File: config.mk
export PLATFORM = sky130hd
export DESIGN_NAME = uphi_dac_streamer
export DESIGN_NICKNAME = d
export VERILOG_FILES = /design/src/rtl/uphi_pkg.sv /design/src/rtl/uphi_dac_wr_gen.sv /design/src/rtl/uphi_dac_streamer.sv
export SDC_FILE = /design/constraint.sdc
export NUM_CORES = 1
export LEC_CHECK = 0
export ABC_CLOCK_PERIOD_IN_PS = 4210
export CAP_MARGIN = 20
export CELL_PAD_IN_SITES_DETAIL_PLACEMENT = 0
export CELL_PAD_IN_SITES_GLOBAL_PLACEMENT = 1
export CORE_UTILIZATION = 40
export CTS_BUF_LIST = sky130_fd_sc_hd__clkbuf_8 sky130_fd_sc_hd__clkbuf_16
export CTS_CLUSTER_SIZE = 28
export DETAILED_ROUTE_END_ITERATION = 16
export MAX_ROUTING_LAYER = met4
export PLACE_DENSITY_LB_ADDON = 0.1
export SLEW_MARGIN = 20
export SYNTH_ARGS = -nofsm -noshare
export SYNTH_HDL_FRONTEND = slang
export SYNTH_HIERARCHICAL = 1
export SYNTH_SLANG_ARGS = --single-unit
File: constraint.sdc
create_clock -name clk_in -period 4.21 [get_ports clk_in]
set_input_delay 0.842 -clock clk_in [delete_from_list [all_inputs] [get_ports clk_in]]
set_output_delay 0.842 -clock clk_in [all_outputs]
set_load 0.005 [all_outputs]
File: src/rtl/uphi_pkg.sv
// Shared types and constants for the UPHI DAC streamer.
package uphi_pkg;

  typedef enum logic [2:0] {
    IDLE     = 3'd0,
    START    = 3'd1,
    WAIT_ACT = 3'd2,
    STREAM   = 3'd3,
    FLUSH    = 3'd4,
    DONE     = 3'd5
  } uphi_stream_state_t;

  localparam int          CAPTURE_PHASE_DEF = 2;
  localparam logic [31:0] INVALID_VOL       = '1;

  function automatic int clog2(input int value);
    int v;
    int r;
    v = value - 1;
    r = 0;
    while (v > 0) begin
      r = r + 1;
      v = v >> 1;
    end
    return r;
  endfunction

endpackage

File: src/rtl/uphi_dac_wr_gen.sv
// DAC strobe sequencer: a write request becomes setup / WR_n-low / hold,
// and an LDAC request drives LDAC_n low four cycles after it is raised.
module uphi_dac_wr_gen (
  input  logic clk_in,
  input  logic rst_in,
  input  logic wr_req,
  input  logic ldac_req,
  output logic dac_wr_n,
  output logic dac_ldac_n,
  output logic pending
);

  logic       wr_setup_r;
  logic       wr_n_r;
  logic [2:0] ldac_pipe_r;
  logic       ldac_n_r;

  // Strobe pipelines for the write pulse and the delayed load pulse
  always_ff @(posedge clk_in or negedge rst_in) begin
    if (!rst_in) begin
      wr_setup_r  <= 1'b0;
      wr_n_r      <= 1'b1;
      ldac_pipe_r <= 3'b000;
      ldac_n_r    <= 1'b1;
    end else begin
      wr_setup_r  <= wr_req;
      wr_n_r      <= ~wr_setup_r;
      ldac_pipe_r <= {ldac_pipe_r[1:0], ldac_req};
      ldac_n_r    <= ~ldac_pipe_r[2];
    end
  end

  // The LDAC low cycle itself is not pending so the frame can close right after it
  assign pending    = wr_setup_r | ~wr_n_r | (|ldac_pipe_r);
  assign dac_wr_n   = wr_n_r;
  assign dac_ldac_n = ldac_n_r;

endmodule

File: src/rtl/uphi_dac_streamer.sv
// Streams one UPHI frame into a parallel-bus DAC with grouped LDAC pulses.
// Optional macro UPHI_STREAM_SKIP_INVALID_EN suppresses writes of all-ones samples.
module uphi_dac_streamer
  import uphi_pkg::*;
#(
  parameter int VOL_WIDTH     = 8,
  parameter int VOL_NUM       = 720,
  parameter int CH_PER_GROUP  = 8,
  parameter int CAPTURE_PHASE = CAPTURE_PHASE_DEF,
  parameter int TIMEOUT       = 4096,
  parameter int ADDR_WIDTH    = 10
) (
  input  logic                  clk_in,
  input  logic                  rst_in,
  input  logic                  arm,
  input  logic                  uphi_active,
  input  logic [VOL_WIDTH-1:0]  uphi_vol,
  input  logic [1:0]            uphi_read_cnt,
  output logic                  uphi_start,
  output logic [VOL_WIDTH-1:0]  dac_data,
  output logic [ADDR_WIDTH-1:0] dac_addr,
  output logic                  dac_wr_n,
  output logic                  dac_ldac_n,
  output logic                  busy,
  output logic                  frame_done,
  output logic                  err_timeout,
  output logic                  err_short
);

  localparam int GRP_W = (clog2(CH_PER_GROUP) < 1) ? 1 : clog2(CH_PER_GROUP);
  localparam int TO_W  = clog2(TIMEOUT + 1);

  localparam logic [1:0]            CAP_PH   = 2'(CAPTURE_PHASE);
  localparam logic [ADDR_WIDTH-1:0] LAST_IDX = ADDR_WIDTH'(VOL_NUM - 1);
  localparam logic [GRP_W-1:0]      LAST_GRP = GRP_W'(CH_PER_GROUP - 1);
  localparam logic [TO_W-1:0]       LAST_TO  = TO_W'(TIMEOUT - 1);

  uphi_stream_state_t state_r;
  uphi_stream_state_t state_s;

  logic [TO_W-1:0]       tcnt_r;
  logic [ADDR_WIDTH-1:0] sample_idx_r;
  logic [GRP_W-1:0]      grp_cnt_r;
  logic                  act_d_r;
  logic                  flush_ld_r;
  logic [VOL_WIDTH-1:0]  data_r;
  logic [ADDR_WIDTH-1:0] addr_r;
  logic                  start_r;
  logic                  busy_r;
  logic                  done_r;
  logic                  err_to_r;
  logic                  err_sh_r;

  logic capture_s;
  logic invalid_s;
  logic cap_s;
  logic wr_req_s;
  logic ldac_req_s;
  logic clr_err_s;
  logic set_to_s;
  logic set_sh_s;
  logic init_s;
  logic tcnt_inc_s;
  logic set_fl_s;
  logic pending_s;

  assign capture_s = uphi_active & (uphi_read_cnt == CAP_PH);

`ifdef UPHI_STREAM_SKIP_INVALID_EN
  localparam logic [VOL_WIDTH-1:0] INVALID = INVALID_VOL[VOL_WIDTH-1:0];
  assign invalid_s = (uphi_vol == INVALID);
`else
  assign invalid_s = 1'b0;
`endif

  // Skipped samples still occupy an address and a group slot
  assign wr_req_s = cap_s & ~invalid_s;

  // FSM state register
  always_ff @(posedge clk_in or negedge rst_in) begin
    if (!rst_in) begin
      state_r <= IDLE;
    end else begin
      state_r <= state_s;
    end
  end

  // FSM next-state and per-cycle control strobes
  always_comb begin
    state_s    = state_r;
    clr_err_s  = 1'b0;
    set_to_s   = 1'b0;
    set_sh_s   = 1'b0;
    init_s     = 1'b0;
    tcnt_inc_s = 1'b0;
    cap_s      = 1'b0;
    ldac_req_s = 1'b0;
    set_fl_s   = 1'b0;
    case (state_r)
      IDLE: begin
        if (arm) begin
          clr_err_s = 1'b1;
          state_s   = START;
        end else begin
          state_s = IDLE;
        end
      end
      START: begin
        init_s  = 1'b1;
        state_s = WAIT_ACT;
      end
      WAIT_ACT: begin
        if (uphi_active && !act_d_r) begin
          state_s = STREAM;
        end else if (tcnt_r == LAST_TO) begin
          set_to_s = 1'b1;
          state_s  = IDLE;
        end else begin
          tcnt_inc_s = 1'b1;
        end
      end
      STREAM: begin
        if (capture_s) begin
          cap_s = 1'b1;
          if (grp_cnt_r == LAST_GRP) begin
            ldac_req_s = 1'b1;
          end else begin
            ldac_req_s = 1'b0;
          end
          if (sample_idx_r == LAST_IDX) begin
            state_s = FLUSH;
          end else begin
            state_s = STREAM;
          end
        end else if (!uphi_active) begin
          set_sh_s = 1'b1;
          state_s  = FLUSH;
        end else begin
          state_s = STREAM;
        end
      end
      FLUSH: begin
        if (pending_s) begin
          state_s = FLUSH;
        end else if ((grp_cnt_r != {GRP_W{1'b0}}) && !flush_ld_r) begin
          ldac_req_s = 1'b1;
          set_fl_s   = 1'b1;
          state_s    = FLUSH;
        end else begin
          state_s = DONE;
        end
      end
      DONE: begin
        state_s = IDLE;
      end
      default: begin
        state_s = IDLE;
      end
    endcase
  end

  // Counters, bus latches and registered status outputs
  always_ff @(posedge clk_in or negedge rst_in) begin
    if (!rst_in) begin
      tcnt_r       <= {TO_W{1'b0}};
      sample_idx_r <= {ADDR_WIDTH{1'b0}};
      grp_cnt_r    <= {GRP_W{1'b0}};
      act_d_r      <= 1'b0;
      flush_ld_r   <= 1'b0;
      data_r       <= {VOL_WIDTH{1'b0}};
      addr_r       <= {ADDR_WIDTH{1'b0}};
      start_r      <= 1'b0;
      busy_r       <= 1'b0;
      done_r       <= 1'b0;
      err_to_r     <= 1'b0;
      err_sh_r     <= 1'b0;
    end else begin
      act_d_r <= uphi_active;
      start_r <= (state_r == START);
      busy_r  <= (state_s != IDLE);
      done_r  <= (state_r == DONE);

      if (clr_err_s) begin
        err_to_r <= 1'b0;
        err_sh_r <= 1'b0;
      end else begin
        if (set_to_s) err_to_r <= 1'b1;
        if (set_sh_s) err_sh_r <= 1'b1;
      end

      if (init_s) begin
        tcnt_r       <= {TO_W{1'b0}};
        sample_idx_r <= {ADDR_WIDTH{1'b0}};
        grp_cnt_r    <= {GRP_W{1'b0}};
        flush_ld_r   <= 1'b0;
      end else begin
        if (tcnt_inc_s) tcnt_r <= tcnt_r + TO_W'(1);
        if (cap_s) begin
          data_r       <= uphi_vol;
          addr_r       <= sample_idx_r;
          sample_idx_r <= sample_idx_r + ADDR_WIDTH'(1);
          grp_cnt_r    <= (grp_cnt_r == LAST_GRP) ? {GRP_W{1'b0}} : grp_cnt_r + GRP_W'(1);
        end
        if (set_fl_s) flush_ld_r <= 1'b1;
      end
    end
  end

  uphi_dac_wr_gen u_wr_gen (
    .clk_in     (clk_in),
    .rst_in     (rst_in),
    .wr_req     (wr_req_s),
    .ldac_req   (ldac_req_s),
    .dac_wr_n   (dac_wr_n),
    .dac_ldac_n (dac_ldac_n),
    .pending    (pending_s)
  );

  assign uphi_start  = start_r;
  assign dac_data    = data_r;
  assign dac_addr    = addr_r;
  assign busy        = busy_r;
  assign frame_done  = done_r;
  assign err_timeout = err_to_r;
  assign err_short   = err_sh_r;

endmodule

==> metrics.md <==
| Metric | Value |
|---|---|
| Clock power share | 0.316 |
| Required time at the worst-slack endpoint | 4.46 ns |
| Hold Path Origin | u_wr_gen/ldac_pipe_r[2] |
| Vias per cell | 5.54 |
| Met3 WL | 265 um |
| Postcts setup bufs | 0 |
| Highest metal used | met4 |
| Gpl congestion | 0.743 |
| Top Ports | 39 |
| Synth Warn # | 6 |
| Grt total ovfl | 0 |
| Dpl hpwl | 3.87 mm |
| Setup crit end kind | register |
| Die Wd | 84.6 um |
| Worst Hold End | u_wr_gen/dac_ldac_n |
| Worst Hold Class | reg2reg |
| Final Setup Violations | 0 |
| Clock tree buffer depth | 2 |
| Cell Chain, Critical Path | clkdlybuf4s50_1, nor2b_1, or4b_1, or4_1, a211oi_2 |
| Router iterations before antenna repair | 6 |
| Core Box Area | 6460 um^2 |
| Slowest Stage Delay on Critical Path | 0.65 ns |
| Status | finished, final reports clean |
| EDFF count, synth | 0 |
| Syn_area_per_cell | 11.0 um^2 |
| Flops & latches, synth | 60 |
| Routed wire length on met2 | 2.66 mm |
| Final std cells w/o fill | 372 |
| Net Count, Synth | 268 |
| Most frequent cells in the layout | 58 x dfrtp_1, 37 x clkdlybuf4s50_1, 17 x mux2_2 |
| CP Max Fanout | 8 |
| RSZ-0062 raised after global routing | no |
| Worst vdd ir | 0.000237 V |
| CP max stage cell | or4b_1 |
| Pint | 1240 uW |
| Hold Buf Count CTS | 0 |
| Final hold violation count | 0 |
| Asr flop ratio synth | 1.00 |
| DR vias | 2060 |
| Top_reg_cell synth | dfrtp_1 |
| CTS tree | yes |
| Post-synthesis sequential area ratio | 0.551 |
| Clock Latency Late Sink | 0.34 ns |
| RR Endpoint | tcnt_r[9] |
| Clock skew | 0.00909 ns |
| Most common cell after layout, fill and taps aside | dfrtp_1 |
| Placed insts | 357 |
| Htree depth | 3 |
| Global-route wire length before repair | 10.0 mm |
| Largest net degree at the start of global routing | 38 |
| Chip height | 84.6 um |
| Final WL | 5.80 mm |
| Worst path arrival time | 2.87 ns |
| Antenna violations before repair | 0 |
| Setup TNS | 0 ns |
| GR Util All Layers | 0.186 |
| Max Slew Vio Count | 0 |
| Worst Setup Path Type | in2reg |
| Layout cell share with drive strength beyond 1 | 0.146 |
| Combinational share of power | 0.243 |
| P_leak | 0.00146 uW |
| Worst R2R Setup Slack | 1.84 ns |
| Root Buffer | clkbuf_8 |
| Max-slew headroom | 0.339 |
| Total clock buffers created by CTS | 9 |
| Initial Utilization | 0.423 |
| Post-CTS Resized | 0 |
| Least-Margin Pin Slew | 0.984 ns |
| Number of global-route vias before repair | 2064 |
| Hold Crit Depth | 1 |
| Synthesized instance count | 249 |
| Sequential share of power | 0.441 |
| Die area | 7160 um^2 |
| Remaining antenna violation count after routing | 0 |
| CTS sink cnt | 60 |
| DR iter-0 viols | 125 |
| DRC violations left | 0 |
| Worst-path clk slew | 0.07 ns |
| Max Freq | 0.382 GHz |
| Nets@finish | 310 |
| PD cells | 517 nW/um^2 |
| Crit path time final | 2.62 ns |
| Port bufs | 38 |
| Final Cycle Share | 0.622 |
| Drt wl/cell | 15.6 um |
| Crit path launch type | primary input |
| Antenna diodes | 0 |
| FF-to-FF path depth | 4 |
| Reg2Reg Launch Point | state_r[2] |
| Synthesized cell area | 2730 um^2 |
| WL met1 | 2.80 mm |
| Sw Share | 0.293 |
| Max_cap viols | 0 |
| Area Overhead vs Synth | 24.1% |
| Yosys cell types | 45 |
| Num rows | 29 |
| Switching power total | 513 uW |
==> how the worst max path moves through the flow <==
stage / startpoint / endpoint / slack [ns] / cells after the start
floorplan: uphi_active / tcnt_r[9] / 1.91 / 5
global placement: uphi_active / tcnt_r[9] / 1.25 / 5
detailed placement: uphi_active / tcnt_r[11] / 1.23 / 5
CTS: uphi_active / tcnt_r[9] / 1.59 / 5
global route: uphi_active / tcnt_r[11] / 1.49 / 5
finish: uphi_active / tcnt_r[9] / 1.59 / 5
==> power by group through the flow <==
stage / registers [uW] / clock network, uW / logic, uW
finish: 772 / 554 / 426
global route: 790 / 591 / 476
CTS: 772 / 564 / 434
detailed placement: 783 / 0 / 432
global placement: 781 / 0 / 430
floorplan: 752 / 0 / 252
==> area by class of cell <==
| type | instances | area, um^2 |
|---|---|---|
| fillers | 594 | 3070 |
| flip-flops and latches | 60 | 1500 |
| multi-input cells | 165 | 1130 |
| repair buffers | 41 | 398 |
| clock buffers | 9 | 124 |
| well taps | 77 | 96.3 |
| clock inverters | 6 | 81.3 |
| inverters | 14 | 52.6 |
==> cells in the mapped netlist (all sizes together) (3+ instances only) <==
cell	n	area share
or4	7	0.019
a21oi	11	0.020
nor3	10	0.018
mux2	17	0.070
and3	5	0.011
o21ai	14	0.026
clkbuf	7	0.0096
dfrtp	58	0.53
nand2	15	0.021
nand3b	3	0.0083
nand3	11	0.020
nor4	3	0.0069
buf	3	0.0064
nor2	12	0.017
or3	3	0.0069
ha	5	0.023
xnor2	5	0.016
o31ai	9	0.025
o21a	4	0.011
nand4	6	0.014
inv	14	0.019
==> stage by stage <==
stage | area, um^2 | setup slack (ns) | total power, uW | utilization | hold slack, ns
final | 3390 | 1.59 | 1750 | 0.524 | 0.364
after global placement | 3180 | 1.25 | 1210 | 0.493 | 0.360
after detailed placement | 3180 | 1.23 | 1220 | 0.493 | 0.360
after global routing | 3390 | 1.49 | 1860 | 0.524 | 0.390
after floorplan | 2730 | 1.91 | 1000 | - | 0.348
after CTS | 3390 | 1.59 | 1770 | 0.524 | 0.361
==> worst max-delay path: cells and delay by family <==
kind,cells,cell delay (ns)
and+or+nand+nor,3,1.30
buffers and inverters,1,0.51
AOI/OAI and AO/OA,1,0.22
==> metal layers <==
layer / vias up / GRT usage
li1: 993 / -
met1: 1015 / 0.243
met2: 45 / 0.274
met3: 7 / 0.0393
met4: 0 / 0.0955
met5: - / -
==> registers in the layout, indices dropped and copies added, names as in the netlist, 3 cells and up <==
register              count
sample_idx_r             10
tcnt_r                   13
u_wr_gen/ldac_pipe_r      3
grp_cnt_r                 3
dac_addr                 10
dac_data                  8
state_r                   3
==> logic make-up (layout without fill, tap and decap cells) <==
kind of cell / count (synthesis) / after routing / synth area share
adder cells (fa/ha/maj): 5 / 5 / 0.0229
flip-flops: 60 / 60 / 0.551
multiplexers: 18 / 18 / 0.0738
XOR/XNOR: 6 / 6 / 0.0193
AO/OA/AOI/OAI: 49 / 49 / 0.120
AND/OR/NAND/NOR: 87 / 87 / 0.178
buffers and inverters: 24 / 70 / 0.0353
Note: power is estimated with default switching activity, not from simulation.
